## config.mk

```make
export PLATFORM = sky130hd
export DESIGN_NAME = instr_queue_flat
export DESIGN_NICKNAME = d
export VERILOG_FILES = /design/src/rtl/iq_pkg.sv /design/src/rtl/instr_queue_if.sv /design/src/rtl/iq_wrap_ptr.sv /design/src/rtl/instr_queue.sv /design/src/flat_wrapper.sv
export SDC_FILE = /design/constraint.sdc
export NUM_CORES = 1
export LEC_CHECK = 0
export BUFFER_PORTS_ARGS = -buffer_cell sky130_fd_sc_hd__buf_2
export CORE_UTILIZATION = 40
export DETAILED_ROUTE_END_ITERATION = 16
export PLACE_DENSITY = 0.64
export SLEW_MARGIN = 20
export SYNTH_ARGS = -nofsm -noshare
export SYNTH_HDL_FRONTEND = slang
export SYNTH_SLANG_ARGS = --single-unit
```

## constraint.sdc

```tcl
create_clock -name clk_in -period 2.2 [get_ports clk_in]
set_input_delay 0.22 -clock clk_in [delete_from_list [all_inputs] [get_ports clk_in]]
set_output_delay 0.22 -clock clk_in [all_outputs]
set_load 0.005 [all_outputs]
```

## src/rtl/iq_pkg.sv

```systemverilog
// Shared types for the front-end instruction queue.
package iq_pkg;
  localparam int INST_WIDTH = 32;
  typedef logic [INST_WIDTH-1:0] inst_t;
endpackage

```

## src/rtl/instr_queue_if.sv

```systemverilog
// Fetch-push / dispatch-pop bundle of the instruction queue.
interface instr_queue_if
  import iq_pkg::*;
#(
  parameter int WIDTH = INST_WIDTH
);
  logic             valid_in;
  logic [WIDTH-1:0] instruction_in;
  logic             ready_out;
  logic             output_read_in;
  logic             inst_available_out;
  logic [WIDTH-1:0] instruction_out;

  modport master (
    output valid_in,
    output instruction_in,
    output output_read_in,
    input  ready_out,
    input  inst_available_out,
    input  instruction_out
  );

  modport slave (
    input  valid_in,
    input  instruction_in,
    input  output_read_in,
    output ready_out,
    output inst_available_out,
    output instruction_out
  );
endinterface

```

## src/rtl/iq_wrap_ptr.sv

```systemverilog
// Ring pointer that wraps SIZE-1 -> 0 (any SIZE, not only 2^n).
// IQ_FLUSH_EN adds a synchronous clear input.
module iq_wrap_ptr #(
  parameter  int SIZE = 4,
  localparam int PW   = (SIZE > 1) ? $clog2(SIZE) : 1
) (
  input  logic          clk,
  input  logic          reset,
`ifdef IQ_FLUSH_EN
  input  logic          clear,
`endif
  input  logic          advance,
  output logic [PW-1:0] pointer
);
  localparam logic [PW-1:0] LAST = PW'(SIZE - 1);

  logic [PW-1:0] ptr_q, ptr_d;

  always_comb begin
    ptr_d = ptr_q;
    if (advance) begin
      ptr_d = (ptr_q == LAST) ? '0 : ptr_q + 1'b1;
    end
`ifdef IQ_FLUSH_EN
    if (clear) begin
      ptr_d = '0;
    end
`endif
  end

  always_ff @(posedge clk or negedge reset) begin
    if (!reset) begin
      ptr_q <= '0;
    end else begin
      ptr_q <= ptr_d;
    end
  end

  assign pointer = ptr_q;
endmodule

```

## src/rtl/instr_queue.sv

```systemverilog
// Show-ahead instruction FIFO between fetch and dispatch.
// IQ_FLUSH_EN adds flush_in (sync, active-high) that empties the queue.
module instr_queue
  import iq_pkg::*;
#(
  parameter int SIZE  = 4,
  parameter int WIDTH = INST_WIDTH
) (
  input logic            clk_in,
  input logic            rst_in,
`ifdef IQ_FLUSH_EN
  input logic            flush_in,
`endif
  instr_queue_if.slave   q_if
);
  localparam int PW = (SIZE > 1) ? $clog2(SIZE) : 1;
  localparam int CW = $clog2(SIZE + 1);
  localparam logic [CW-1:0] FULL = CW'(SIZE);

  logic [WIDTH-1:0] mem_q [SIZE];
  logic [CW-1:0]    cnt_q, cnt_d;
  logic [PW-1:0]    head, tail;
  logic             avail, ready;
  logic             push, pop, flush;

`ifdef IQ_FLUSH_EN
  assign flush = flush_in;
`else
  assign flush = 1'b0;
`endif

  assign avail = (cnt_q != '0);
  assign ready = (cnt_q != FULL);
  assign push  = q_if.valid_in && ready;
  assign pop   = q_if.output_read_in && avail;

  always_comb begin
    cnt_d = cnt_q;
    unique case ({push, pop})
      2'b10:   cnt_d = cnt_q + CW'(1);
      2'b01:   cnt_d = cnt_q - CW'(1);
      default: cnt_d = cnt_q;
    endcase
    if (flush) begin
      cnt_d = '0;
    end
  end

  always_ff @(posedge clk_in or negedge rst_in) begin
    if (!rst_in) begin
      cnt_q <= '0;
    end else begin
      cnt_q <= cnt_d;
    end
  end

  always_ff @(posedge clk_in or negedge rst_in) begin
    if (!rst_in) begin
      for (int i = 0; i < SIZE; i++) begin
        mem_q[i] <= '0;
      end
    end else if (push && !flush) begin
      mem_q[tail] <= q_if.instruction_in;
    end
  end

  iq_wrap_ptr #(.SIZE(SIZE)) u_head (
    .clk     (clk_in),
    .reset   (rst_in),
`ifdef IQ_FLUSH_EN
    .clear   (flush),
`endif
    .advance (pop),
    .pointer (head)
  );

  iq_wrap_ptr #(.SIZE(SIZE)) u_tail (
    .clk     (clk_in),
    .reset   (rst_in),
`ifdef IQ_FLUSH_EN
    .clear   (flush),
`endif
    .advance (push),
    .pointer (tail)
  );

  assign q_if.inst_available_out = avail;
  assign q_if.ready_out          = ready;
  assign q_if.instruction_out    = avail ? mem_q[head] : '0;
endmodule

```

## src/flat_wrapper.sv

```systemverilog
// flat-port wrapper written by rule: the top's interface ports become plain ports
module instr_queue_flat import iq_pkg::*;
#(
  parameter int SIZE  = 4,
  parameter int WIDTH = INST_WIDTH
)
  (clk_in, rst_in, q_if_valid_in, q_if_instruction_in, q_if_output_read_in, q_if_ready_out, q_if_inst_available_out, q_if_instruction_out);
  instr_queue_if #(.WIDTH(WIDTH)) q_if_i ();
  input logic clk_in;
  input logic rst_in;
  input wire logic [$bits(q_if_i.valid_in)-1:0] q_if_valid_in;
  input wire logic [$bits(q_if_i.instruction_in)-1:0] q_if_instruction_in;
  input wire logic [$bits(q_if_i.output_read_in)-1:0] q_if_output_read_in;
  output wire logic [$bits(q_if_i.ready_out)-1:0] q_if_ready_out;
  output wire logic [$bits(q_if_i.inst_available_out)-1:0] q_if_inst_available_out;
  output wire logic [$bits(q_if_i.instruction_out)-1:0] q_if_instruction_out;
  assign q_if_i.valid_in = q_if_valid_in;
  assign q_if_i.instruction_in = q_if_instruction_in;
  assign q_if_i.output_read_in = q_if_output_read_in;
  assign q_if_ready_out = q_if_i.ready_out;
  assign q_if_inst_available_out = q_if_i.inst_available_out;
  assign q_if_instruction_out = q_if_i.instruction_out;
  instr_queue #(.SIZE(SIZE), .WIDTH(WIDTH)) u_core (.clk_in(clk_in), .rst_in(rst_in), .q_if(q_if_i));
endmodule
```

==> impl_metrics.csv <==
group,metric,value,unit
power,ir_drop,798,uV
critical_path,crit_type,"flip-flop to output pin",
placed_design,dp_slack,146,ps
global_routing,grtUsageTotal,0.168,
critical_path,end_kind,"output pin",
timing,min_period_over_period,0.970,
global_routing,use_met3,0.0498,
clock_tree,clk_path_buf_depth,2,
clock_tree,clk_latency,420,ps
timing,tightest_slew,729,ps
yosys,yosysUniqueCellTypes,20,
global_routing,use_met1,0.228,
critical_path,worstReg2RegStart,"u_core.cnt_q[0]",
critical_path,required,1980,ps
clock_tree,cts_tree,"built",
floorplanning,row_count,47,
placed_design,place_congestion,0.691,
timing,setup_tns,0,ps
global_routing,grt_pass1_vias,3869,
yosys,syn-mean-instance-area,17.6,um^2
critical_path,arrival,1910,ps
final_layout,drive_gt1_frac,0.592,
final_layout,fill_cells,1438,
yosys,postSynthCellCount,386,
yosys,ys_ff_latch,135,
timing,fmax,469,MHz
timing,maxSlewViolCount,0,
timing,rsz0062_at_grt,"no",
route,route.detailed.drc,0,
yosys,synth_fp_nets,429,
placed_design,dp_hpwl,7880,um
global_routing,grt_use_met2,0.259,
final_layout,fin_util,0.474,
yosys,netlist_area,6810,um^2
yosys,synth_area_leaders,"dfrtp_1 50%, mux2_4 26%, mux4_2 11%, buf_12 3.5%, and2_1 3.0%",
power,p_per_area,1720,nW/um^2
timing,final.setup_skew,8.87,ps
global_routing,gr-total-overflow,0,
worst_hold_path,holdCritStartpoint,"q_if_instruction_in[23]",
power,p_leak,3.55,nW
route,drt_wl_total,13500,um
clock_tree,cts_buffers,17,
floorplanning,initial_utilization,0.411,
route,via_per_inst,5.05,
run_status,status,"complete, no violations",
timing,fin_ws,66.2,ps
timing,period_needed,2130,ps
floorplanning,num_io_pins,70,
route,vias,3478,
global_routing,grt_max_degree,66,
placed_design,port-buffer-count,69,
yosys,seq_area_frac_synth,0.496,
floorplanning,die_y,132,um
critical_path,cp_max_fo,33,
timing,hold_violations,0,
power,p_total,13.5,mW
critical_path,cp-startpoint,"u_core.cnt_q[0]",
yosys,yosysTopAreaCell,"dfrtp_1",
floorplanning,die_area,17600,um^2
clock_tree,cts_sinks,135,
critical_path,critPathLaunchType,"flip-flop",
timing,setup_viol,0,
final_layout,nets,499,
route,ant_nets,0,
yosys,yosys_warnings,0,
global_routing,antenna_found_initial,1,
clock_tree,root_buffer,"clkbuf_16",
clock_tree,htreeDepth,4,
final_layout,areaGrowthSynthToFinish,15.4,%
worst_hold_path,hp-class,"primary input to flip-flop",
floorplanning,fp.dieW,132,um
route,drt_iter0_markers,147,
timing,slew_headroom,0.514,
global_routing,busiest_layer,"met2",
floorplanning,core_area,16600,um^2
route,wire_per_inst,19.6,um
clock_tree,clkTransAtPathRegs,60,ps
global_routing,grt_pass1_wl,22200,um
job,cap_violations,0,
route,first_pass_iters,4,
yosys,yosysTopAreaCellShare,0.496,
==> layout by cell type, fill, tap and decap left out, drive strengths merged, types with 2 or more instances in the layout <==
cell      n
clkbuf   24
and2     33
inv       5
buf      77
ha        6
nor2      3
dfrtp   135
clkinv    3
and3      4
mux2    132
xor2      2
bufinv    4
mux4     32
==> area by class of cell <==
type | count | area, um^2 | area share
sequential | 135 | 3380 | 0.430
clock buffer | 23 | 478 | 0.0608
antenna | 1 | 2.50 | 0.000318
clock inverter | 8 | 146 | 0.0186
tap | 220 | 275 | 0.0350
timing repair buffer | 79 | 488 | 0.0621
inverter | 5 | 18.8 | 0.00239
multi-input combinational | 218 | 3070 | 0.391
==> power by group <==
part / total, mW / switching (mW) / internal [mW] / leakage [nW]
clock network: 3.03 / 1.05 / 1.98 / 0.303
logic: 5.95 / 2.03 / 3.92 / 1.65
registers: 4.55 / 0.769 / 3.78 / 1.60
==> critical path: stages (launching register included) <==
cell and delay [ps]:
dfrtp_1 410, or3_2 470, buf_4 270, and2_1 210, buf_2 130
==> Yosys cell counts <==
cell	number
mux2_4	120
buf_12	12
xnor2_1	1
mux2_2	12
or3b_1	1
inv_1	5
nor2_1	3
nand2_1	1
and3_4	4
buf_2	4
clkbuf_1	7
or3_2	1
and2_1	33
mux2i_1	1
xor2_1	2
fa_1	1
dfrtp_1	135
buf_6	5
mux4_2	32
ha_1	6
==> routing by layer <==
layer | up-vias | share of wire
met5 | - | 0
met2 | 74 | 0.48
met1 | 1863 | 0.46
met3 | 9 | 0.040
met4 | 0 | 0.012
li1 | 1532 | -
==> registers in the layout (all words and copies together) (netlist names) <==
name and flops:
u_core.u_tail.pointer 2, u_core.mem_q 128, u_core.cnt_q 3, u_core.u_head.pointer 2
==> worst paths after layout <==
kind	endpoint	slack, ps	depth (start not counted)
min	u_core.mem_q[119]	80	2
max in group asynchronous	u_core.u_head.pointer[1]	1080	3
max reg2reg	u_core.cnt_q[2]	130	8
min in group asynchronous	u_core.mem_q[110]	350	2
max	q_if_instruction_out[6]	70	4
min reg2reg	u_core.cnt_q[2]	490	1
==> kinds of logic after synthesis <==
kind of cell  Yosys count  share of synthesized area
fa+ha+maj               7                     0.0140
flops                 135                      0.496
simple gates           43                     0.0415
xor+xnor                3                    0.00386
mux                   165                      0.392
buf+inv                33                     0.0531
==> through the flow <==
step,cells,cell area [um^2],hold slack [ps]
after floorplan,386,6810,-75.6
after global placement,655,7200,238
after detailed placement,655,7200,260
after CTS,687,7830,62.9
after global routing,688,7860,66.0
final,689,7860,82.0
==> timing repair <==
item | CTS | global route
hold buffers | 1 | 0
resized for setup | 0 | 1
setup endpoints to repair | 0 | 18
buffers inserted | 0 | 0
hold endpoints to repair | 62 | 0
(Power assumes the default switching activity.)
